--- src/rtl/gol_pkg.sv ---
// Shared types and helpers for the Game-of-Life monitor.
// Status encoding and population width.
package gol_pkg;

  typedef enum logic [2:0] {
    IDLE  = 3'd0,
    RUN   = 3'd1,
    DEAD  = 3'd2,
    STILL = 3'd3,
    OSC2  = 3'd4
  } status_t;

  function automatic int pop_w(
    input int rows,
    input int cols
  );
    return $clog2(rows * cols + 1);
  endfunction

  function automatic logic is_term(
    input status_t s
  );
    return (s == DEAD) || (s == STILL) ||
           (s == OSC2);
  endfunction

endpackage

--- src/rtl/gol_monitor_popcount.sv ---
// Combinational live-cell counter.
// Pairwise adder tree over the flattened grid.
module gol_popcount
  import gol_pkg::*;
#(
  parameter int ROWS = 3,
  parameter int COLS = 3
) (
  input  logic [ROWS*COLS-1:0]           bits,
  output logic [pop_w(ROWS,COLS)-1:0]    count
);

  localparam int N  = ROWS * COLS;
  localparam int W  = pop_w(ROWS, COLS);
  localparam int LV = $clog2(N);
  localparam int W2 = 1 << LV;

  logic [W2-1:0] pad;
  logic [W-1:0]  node [LV+1][W2];

  assign pad = W2'(bits);

  // Leaves are single cells; each level sums pairs.
  always_comb begin
    for (int l = 0; l <= LV; l++) begin
      for (int i = 0; i < W2; i++) begin
        node[l][i] = '0;
      end
    end
    for (int i = 0; i < W2; i++) begin
      node[0][i] = W'(pad[i]);
    end
    for (int l = 0; l < LV; l++) begin
      for (int i = 0; i < (W2 >> (l + 1)); i++) begin
        node[l+1][i] = node[l][2*i] +
                       node[l][2*i+1];
      end
    end
  end

  assign count = node[LV][0];

endmodule

--- src/rtl/gol_monitor.sv ---
// Game-of-Life snapshot observer.
// Reports population, generation and terminal status.
module gol_monitor
  import gol_pkg::*;
#(
  parameter int ROWS  = 3,
  parameter int COLS  = 3,
  parameter int GEN_W = 8
) (
  input  logic                         clk,
  input  logic                         reset,
  input  logic [ROWS-1:0][COLS-1:0]    grid,
  input  logic                         grid_valid,
  input  logic                         restart,
  output logic [pop_w(ROWS,COLS)-1:0]  population,
  output logic [GEN_W-1:0]             generation,
  output status_t                      status,
  output logic                         done,
  output logic                         gen_sat
);

  localparam int N  = ROWS * COLS;
  localparam int PW = pop_w(ROWS, COLS);
  localparam logic [GEN_W-1:0] GMAX = '1;

  typedef logic [N-1:0] cells_t;

  cells_t           cur;
  logic [PW-1:0]    cnt;

  status_t          status_q, status_d;
  logic [PW-1:0]    pop_q, pop_d;
  logic [GEN_W-1:0] gen_q, gen_d;
  logic             done_q, done_d;
  logic             sat_q, sat_d;
  cells_t           p1_q, p1_d;
  cells_t           p2_q, p2_d;
  logic             p1v_q, p1v_d;
  logic             p2v_q, p2v_d;

  logic             accept;
  logic             h1v, h2v;
  status_t          st_n;

  assign cur = grid;

  gol_popcount #(
    .ROWS (ROWS),
    .COLS (COLS)
  ) u_pop (
    .bits  (cur),
    .count (cnt)
  );

  // Restart wipes history, then a sample may be taken.
  always_comb begin
    status_d = status_q;
    pop_d    = pop_q;
    gen_d    = gen_q;
    done_d   = done_q;
    sat_d    = sat_q;
    p1_d     = p1_q;
    p2_d     = p2_q;
    p1v_d    = p1v_q;
    p2v_d    = p2v_q;
    h1v      = p1v_q && !restart;
    h2v      = p2v_q && !restart;
    st_n     = RUN;
    accept   = grid_valid &&
               (restart || !is_term(status_q));

    if (restart) begin
      status_d = IDLE;
      pop_d    = '0;
      gen_d    = '0;
      done_d   = 1'b0;
      sat_d    = 1'b0;
      p1_d     = '0;
      p2_d     = '0;
      p1v_d    = 1'b0;
      p2v_d    = 1'b0;
    end

    if (accept) begin
      if (cnt == '0) begin
        st_n = DEAD;
      end else if (h1v && cur == p1_q) begin
        st_n = STILL;
      end else if (h2v && cur == p2_q) begin
        st_n = OSC2;
      end else begin
        st_n = RUN;
      end

      if (!h1v) begin
        gen_d = '0;
      end else if (gen_q != GMAX) begin
        gen_d = gen_q + 1'b1;
      end else begin
        gen_d = gen_q;
      end

      if (h1v && gen_d == GMAX) begin
        sat_d = 1'b1;
      end

      status_d = st_n;
      pop_d    = cnt;
      done_d   = is_term(st_n);
      p2_d     = h1v ? p1_q : '0;
      p2v_d    = h1v;
      p1_d     = cur;
      p1v_d    = 1'b1;
    end
  end

  // State and history registers.
  always_ff @(posedge clk) begin
    if (reset) begin
      status_q <= IDLE;
      pop_q    <= '0;
      gen_q    <= '0;
      done_q   <= 1'b0;
      sat_q    <= 1'b0;
      p1_q     <= '0;
      p2_q     <= '0;
      p1v_q    <= 1'b0;
      p2v_q    <= 1'b0;
    end else begin
      status_q <= status_d;
      pop_q    <= pop_d;
      gen_q    <= gen_d;
      done_q   <= done_d;
      sat_q    <= sat_d;
      p1_q     <= p1_d;
      p2_q     <= p2_d;
      p1v_q    <= p1v_d;
      p2v_q    <= p2v_d;
    end
  end

  assign population = pop_q;
  assign generation = gen_q;
  assign status     = status_q;
  assign done       = done_q;
  assign gen_sat    = sat_q;

endmodule

--- config.mk ---
export PLATFORM = sky130hd
export DESIGN_NAME = gol_monitor
export DESIGN_NICKNAME = d
export VERILOG_FILES = /design/src/rtl/gol_pkg.sv /design/src/rtl/gol_monitor_popcount.sv /design/src/rtl/gol_monitor.sv
export SDC_FILE = /design/constraint.sdc
export NUM_CORES = 1
export LEC_CHECK = 0
export CORE_MARGIN = 2
export CORE_UTILIZATION = 45
export CTS_CLUSTER_DIAMETER = 40
export CTS_CLUSTER_SIZE = 16
export DETAILED_ROUTE_END_ITERATION = 8
export HOLD_SLACK_MARGIN = 0.02
export PLACE_DENSITY_LB_ADDON = 0.05
export SKIP_CTS_REPAIR_TIMING = 1
export SLEW_MARGIN = 20
export SYNTH_ARGS = -nofsm -noshare
export SYNTH_HDL_FRONTEND = slang
export SYNTH_SLANG_ARGS = --single-unit
--- constraint.sdc ---
create_clock -name clk -period 6.2 [get_ports clk]
set_clock_uncertainty 0.05 [all_clocks]
set_input_delay 1.24 -clock clk [delete_from_list [all_inputs] [get_ports clk]]
set_output_delay 1.24 -clock clk [all_outputs]
set_load 0.005 [all_outputs]
==> results of run 1 <==
[cells in the mapped netlist (2+ instances only)]
cell,count
a31oi_1,5
ha_1,6
a22oi_1,12
a31o_2,2
o21ai_0,2
a21oi_1,28
buf_4,2
nor4_1,3
nand4_1,4
buf_2,2
nand2_1,20
fa_1,5
inv_1,15
dfxtp_1,37
buf_6,2
nor3_1,5
xnor2_1,10
nand3_1,18
clkbuf_1,9
and4_1,2
nor2_1,17
xor2_1,10
nand2b_1,2
[routing by layer]
layer | track usage | wire length (um)
met1 | 0.276 | 2330
met2 | 0.295 | 2160
met3 | 0.0356 | 193
met4 | 0.0818 | 55
met5 | 0 | 0
[how the worst min path moves through the flow]
| stage | to | slack, ns | cells after the start |
|---|---|---|---|
| global route | population[3] | 0.45 | 2 |
| detailed placement | population[1] | 0.41 | 2 |
| global placement | population[2] | 0.40 | 2 |
| CTS | population[1] | 0.42 | 2 |
| finish | population[1] | 0.42 | 2 |
| floorplan | p2v_q | 0.40 | 2 |
[metrics by stage]
| step | setup slack [ns] | util | total power, mW | area [um^2] |
|---|---|---|---|---|
| final | 1.72 | 0.555 | 0.553 | 2400 |
| after global routing | 1.40 | 0.555 | 0.583 | 2400 |
| after CTS | 1.71 | 0.555 | 0.557 | 2400 |
| after detailed placement | 1.39 | 0.531 | 0.371 | 2300 |
| after global placement | 1.48 | 0.531 | 0.369 | 2300 |
| after floorplan | 2.20 | - | 0.330 | 2010 |
[sequential cells by signal, indices dropped and copies added (netlist names)]
signal and count:
p1_q 9, p2_q 9, generation 8, population 4, status 3, done 1
gen_sat 1, p1v_q 1, p2v_q 1
[logic make-up (layout without fill, tap and decap cells)]
kind of cell               after synthesis  count (layout)
adders and majority gates               11              11
DFF                                     37              37
buffers and inverters                   30              54
AOI/OAI and AO/OA                       57              57
and+or+nand+nor                         81              81
xor gates and xnor gates                20              20
[area by class of cell]
cell class | count | area share
Clock buffer | 7 | 0.0402
Tap cell | 52 | 0.0271
Clock inverter | 1 | 0.00209
Inverter | 15 | 0.0235
Sequential cell | 37 | 0.309
Multi-Input combinational cell | 169 | 0.471
Timing Repair Buffer | 31 | 0.127
[worst reg2reg max path: cells and delay by family, from the launching register on]
kind            cells  cell delay, ns
flops               1            0.50
compound gates      2            0.32
simple gates        2            0.58
xor+xnor            1            0.22
fa+ha+maj           1            0.30
[power by group]
part           leakage, nW  switching (mW)  internal [mW]  total, mW
logic                0.543          0.0583         0.0502      0.109
registers            0.301         0.00793          0.249      0.257
clock network       0.0542          0.0868          0.100      0.187
==> summary.txt, run 1 <==
Placement
  • Dpl hpwl: 3200 um
  • IO buf count: 29
  • GP Congestion: 0.771
  • Dpl cells: 304

Routing
  • Vias/cell: 5.50
  • Routed Wire Length: 4740 um
  • Via Count: 1716
  • Final ANT Viol Nets: 0
  • Wire per inst: 15.2 um
  • Pre-Repair DR Iteration Count: 4
  • Iteration-0 DRC count of the detailed router: 94
  • DR DRC count: 0

Critical path
  • Critical Path End: status[1]
  • Crit. End Element: flip-flop
  • Levels on crit path: 11
  • Worst Path Max Fanout: 4
  • R2r endpoint: gen_sat
  • CP cell instances: clkdlybuf4s50_1 -> ha_1 -> inv_1 -> fa_1 -> fa_1 -> inv_1 -> ha_1 -> fa_1 -> nor4b_1 -> nor2_1 -> o31ai_1
  • Critical path origin: grid[7]
  • CP bufs+invs: 3
  • FF-to-FF Start: generation[0]
  • Kind of critical path: input pin to flip-flop
  • Worst R2R Setup Slack: 4.15 ns
  • CP max-delay cell: clkdlybuf4s50_1
  • Register-to-Register Path Depth: 6
  • CP required: 6.35 ns
  • Setup crit start kind: input pin
  • Top delay family on crit path: adder cells
  • Slowest Stage Delay on Critical Path: 0.57 ns
  • Worst path most repeated cell: fa_1
  • Crit path arrival time: 4.63 ns

Final layout
  • P&R area growth vs syn: 19.4%
  • Register area: 741 um^2
  • Layout fillers: 426
  • Area occupied by multi-input gates: 0.00113 mm^2
  • Post-Layout Cell Count: 312
  • Ratio of cells with drive above 1 in the final layout: 0.0654
  • Commonest non-fill, non-tap cells in the layout: 37 x dfxtp_1, 29 x clkdlybuf4s50_1, 28 x a21oi_1, 20 x nand2_1, 18 x nand3_1
  • ANT cells: 0
  • # nets final: 283
  • Most common cell after layout, fill and taps aside: dfxtp_1

GRT
  • First-pass GRT wire length: 7760 um
  • Largest net degree at the start of global routing: 39
  • Vias in the first global route: 1603
  • GRT Util Overall: 0.195
  • GRT Residual Overflow: 0
  • Initial antenna violation count: 0

Clocking
  • Clk Tree Root Cell: clkbuf_8
  • Clk sinks: 37
  • Clk buf depth: 2
  • CTS tree: yes
  • Cts bufs inserted: 5
  • Worst-Skew Late Latency: 0.29 ns
  • CTS H-tree depth: 2
  • CTS clock-pin slew for the worst setup and hold paths: 0.07 ns

Synth
  • Syn nets: 260
  • Multiplexer share of the synthesized area: 0
  • Yosys Warn Count: 0
  • Syn_area_per_cell: 8.51 um^2
  • Xor/xnor cell area share of the yosys netlist: 0.0872
  • Async SR Flop Fraction: 0
  • Largest family of logic cells by synthesized area: simple AND/OR/NAND/NOR gates
  • Post-synthesis cell area: 0.00201 mm^2
  • Seq/Total Area, Yosys: 0.369
  • Compound-gate portion of the synthesized area: 0.180
  • Ranking of synthesized cells by area: dfxtp_1 37%, a21oi_1 7.0%, fa_1 5.0%
  • #FFs+latches synth: 37
  • Synth top area share: 0.369
  • Post-synth EDFFs: 0
  • Fraction of the mapped netlist area in adder cells: 0.0872
  • Main synth FF type: dfxtp_1
  • Mapped Cells: 236
  • Largest area contributor in the netlist: dfxtp_1
  • Synth cell types: 41
  • Post-Synth Simple-Gate Area: 0.208

Floorplanning
  • DIE WIDTH: 70.8 um
  • Ports: 30
  • Row Count: 24
  • Die ar.: 0.00501 mm^2
  • Core footprint: 0.00432 mm^2
  • Initial Util: 0.464
  • Die height: 70.8 um

Timing
  • Final period util: 0.722
  • Fmax: 223 MHz
  • Final Max Tran Viols: 0
  • Fin crit period: 4.48 ns
  • Fin Hold WS: 0.418 ns
  • Slew headroom: 0.301
  • RSZ-0062 raised after global routing: false
  • Least-Margin Pin Slew: 1.04 ns
  • Fin. Hold Viols: 0
  • Setup TNS: 0 ns
  • Final setup vio count: 0

Run status
  • Run status: completed

Job
  • Max-cap violation count: 0

Hold path
  • Hold Crit Class: flip-flop to flip-flop
  • Hold_sp: population[1]

Power
  • Leakage: 0.898 nW
  • Power per Cell Area: 230 mW/mm^2
  • VDD IR max: 0.133 mV
Note: power is estimated with default switching activity, not from simulation.
==> inputs of run 2 (changes only) <==
clock period = 3.9 ns   (was 6.2 ns; I/O delays follow)
==> run 2 against run 1 <==
Final area rose by 5.7%. Global-route usage up 0.44 points. Combinational power is 87% higher. Cell count grew 4.2%. Sequential share of layout area is 1.7 points lower. First-iteration DRC count is 35% higher. Critical path depth did not move. Utilization grew 3.2 points. Count of clock-buffer cells in the layout fell by 2. Critical path type unchanged. Critical endpoint is now status[2]. Highest routed layer unchanged.
==> summary.txt, run 2 (synthesized netlist as in run 1, its figures left out) <==
Power
  • Power per Cell Area: 373 mW/mm^2
  • VDD IR max: 0.212 mV
  • Leakage: 0.994 nW

GRT
  • Initial antenna violation count: 0
  • Vias in the first global route: 1726
  • Largest net degree at the start of global routing: 21
  • GRT Residual Overflow: 0
  • GRT Util Overall: 0.200
  • First-pass GRT wire length: 8060 um

Timing
  • Slew headroom: 0.526
  • Final Max Tran Viols: 0
  • Setup TNS: 0 ns
  • Final worst slack: 0.114 ns
  • Final setup vio count: 0
  • Least-Margin Pin Slew: 0.711 ns
  • RSZ-0062 raised after global routing: false
  • Final period util: 0.971
  • Fin. Hold Viols: 0
  • Fmax: 264 MHz
  • Fin crit period: 3.79 ns

Routing
  • Met2 routed WL: 2200 um
  • DR DRC count: 0
  • Wire per inst: 14.4 um
  • Iteration-0 DRC count of the detailed router: 127
  • Vias/cell: 5.50
  • Top layer in use: met4
  • Pre-Repair DR Iteration Count: 4
  • WL met1: 2290 um
  • Wire length on met3: 176 um
  • Via Count: 1787
  • Final ANT Viol Nets: 0
  • Routed Wire Length: 4680 um

Critical path
  • Worst R2R Setup Slack: 1.87 ns
  • Register-to-Register Path Depth: 6
  • Crit path arrival time: 3.96 ns
  • FF-to-FF Start: status[2]
  • Setup crit start kind: input pin
  • CP required: 4.07 ns
  • Critical path origin: grid[7]
  • Worst Path Max Fanout: 2
  • Critical Path End: status[2]
  • R2r endpoint: generation[0]
  • Kind of critical path: input pin to flip-flop
  • Crit. End Element: flip-flop

Clocking
  • CTS clock-pin slew for the worst setup and hold paths: 0.07 ns
  • Clk sinks: 37
  • Clk Tree Root Cell: clkbuf_8
  • CTS tree: yes
  • CTS H-tree depth: 2
  • Cts bufs inserted: 5
  • Clk buf depth: 2
  • Worst-Skew Late Latency: 0.29 ns

Final layout
  • # nets final: 296
  • Ratio of cells with drive above 1 in the final layout: 0.117
  • P&R area growth vs syn: 26.2%
  • ANT cells: 0
  • Commonest non-fill, non-tap cells in the layout: 37 x dfxtp_1, 28 x a21oi_1, 26 x clkdlybuf4s50_1, 20 x nand2_1, 18 x nand3_1
  • Most common cell after layout, fill and taps aside: dfxtp_1

Floorplanning
  • Ports: 30
  • Die ar.: 0.00501 mm^2
  • Core footprint: 0.00432 mm^2
  • Row Count: 24
  • Die height: 70.8 um
  • DIE WIDTH: 70.8 um
  • Initial Util: 0.464

Placement
  • GP Congestion: 0.733
  • IO buf count: 29
  • Setup WS pre-CTS: -0.292 ns
  • Dpl hpwl: 3300 um

Run status
  • Run status: completed

Hold path
  • Hold Crit Class: flip-flop to flip-flop

Job
  • Max-cap violation count: 0
## run 2: changes by cell type in the layout (fill, tap and decap cells not counted), moves of 2 or more
cell	delta
buf_4	+13
clkdlybuf4s50_1	-3
clkbuf_8	-2
dlymetal6s2s_1	+3
## run 2: cell type report
type	instances	area, um^2
Fill cell	421	1790
Sequential cell	37	741
Clock buffer	5	68.8
Inverter	15	56.3
Tap cell	52	65.1
Timing Repair Buffer	44	410
Multi-Input combinational cell	169	1150
Clock inverter	3	46.3
## run 2: worst min path at each step
stage / startpoint / end / slack, ns / cells past startpoint
after global routing: population[0] / population[0] / 0.44 / 2
after global placement: status[0] / status[0] / 0.41 / 2
after CTS: population[0] / population[0] / 0.42 / 2
final: population[0] / population[0] / 0.42 / 2
after detailed placement: population[0] / population[0] / 0.41 / 2
after floorplan: p2v_q / p2v_q / 0.40 / 2
## run 2: per-stage QoR
| stage | area, um^2 | utilization | instances | hold slack [ns] | total power, mW |
|---|---|---|---|---|---|
| floorplan | 2010 | - | 236 | 0.399 | 0.524 |
| global placement | 2390 | 0.554 | 317 | 0.408 | 0.604 |
| detailed placement | 2390 | 0.554 | 317 | 0.410 | 0.606 |
| CTS | 2510 | 0.580 | 325 | 0.421 | 0.936 |
| global route | 2530 | 0.586 | 325 | 0.444 | 0.998 |
| finish | 2530 | 0.586 | 325 | 0.419 | 0.945 |
## run 2: routing by layer
layer  global-route usage  up-vias
met1                0.276      847
met3               0.0484        2
met2                0.318       34
met5                    0        -
li1                     -      904
met4               0.0482        0
## run 2: worst max-delay path, stage by stage
cell	delay (ns)
clkdlybuf4s50_1	0.48
ha_1	0.14
inv_1	0.05
fa_1	0.48
fa_1	0.49
inv_1	0.04
ha_1	0.20
fa_1	0.57
nor4b_4	0.06
or4_4	0.53
a21oi_2	0.13
## run 2: where the power goes
group          switching, mW  internal, mW  total (mW)  leakage [nW]
clock                  0.142         0.191       0.333        0.0543
combinational          0.102         0.102       0.204         0.639
sequential            0.0122         0.395       0.408         0.301
total                  0.256         0.689       0.945         0.994
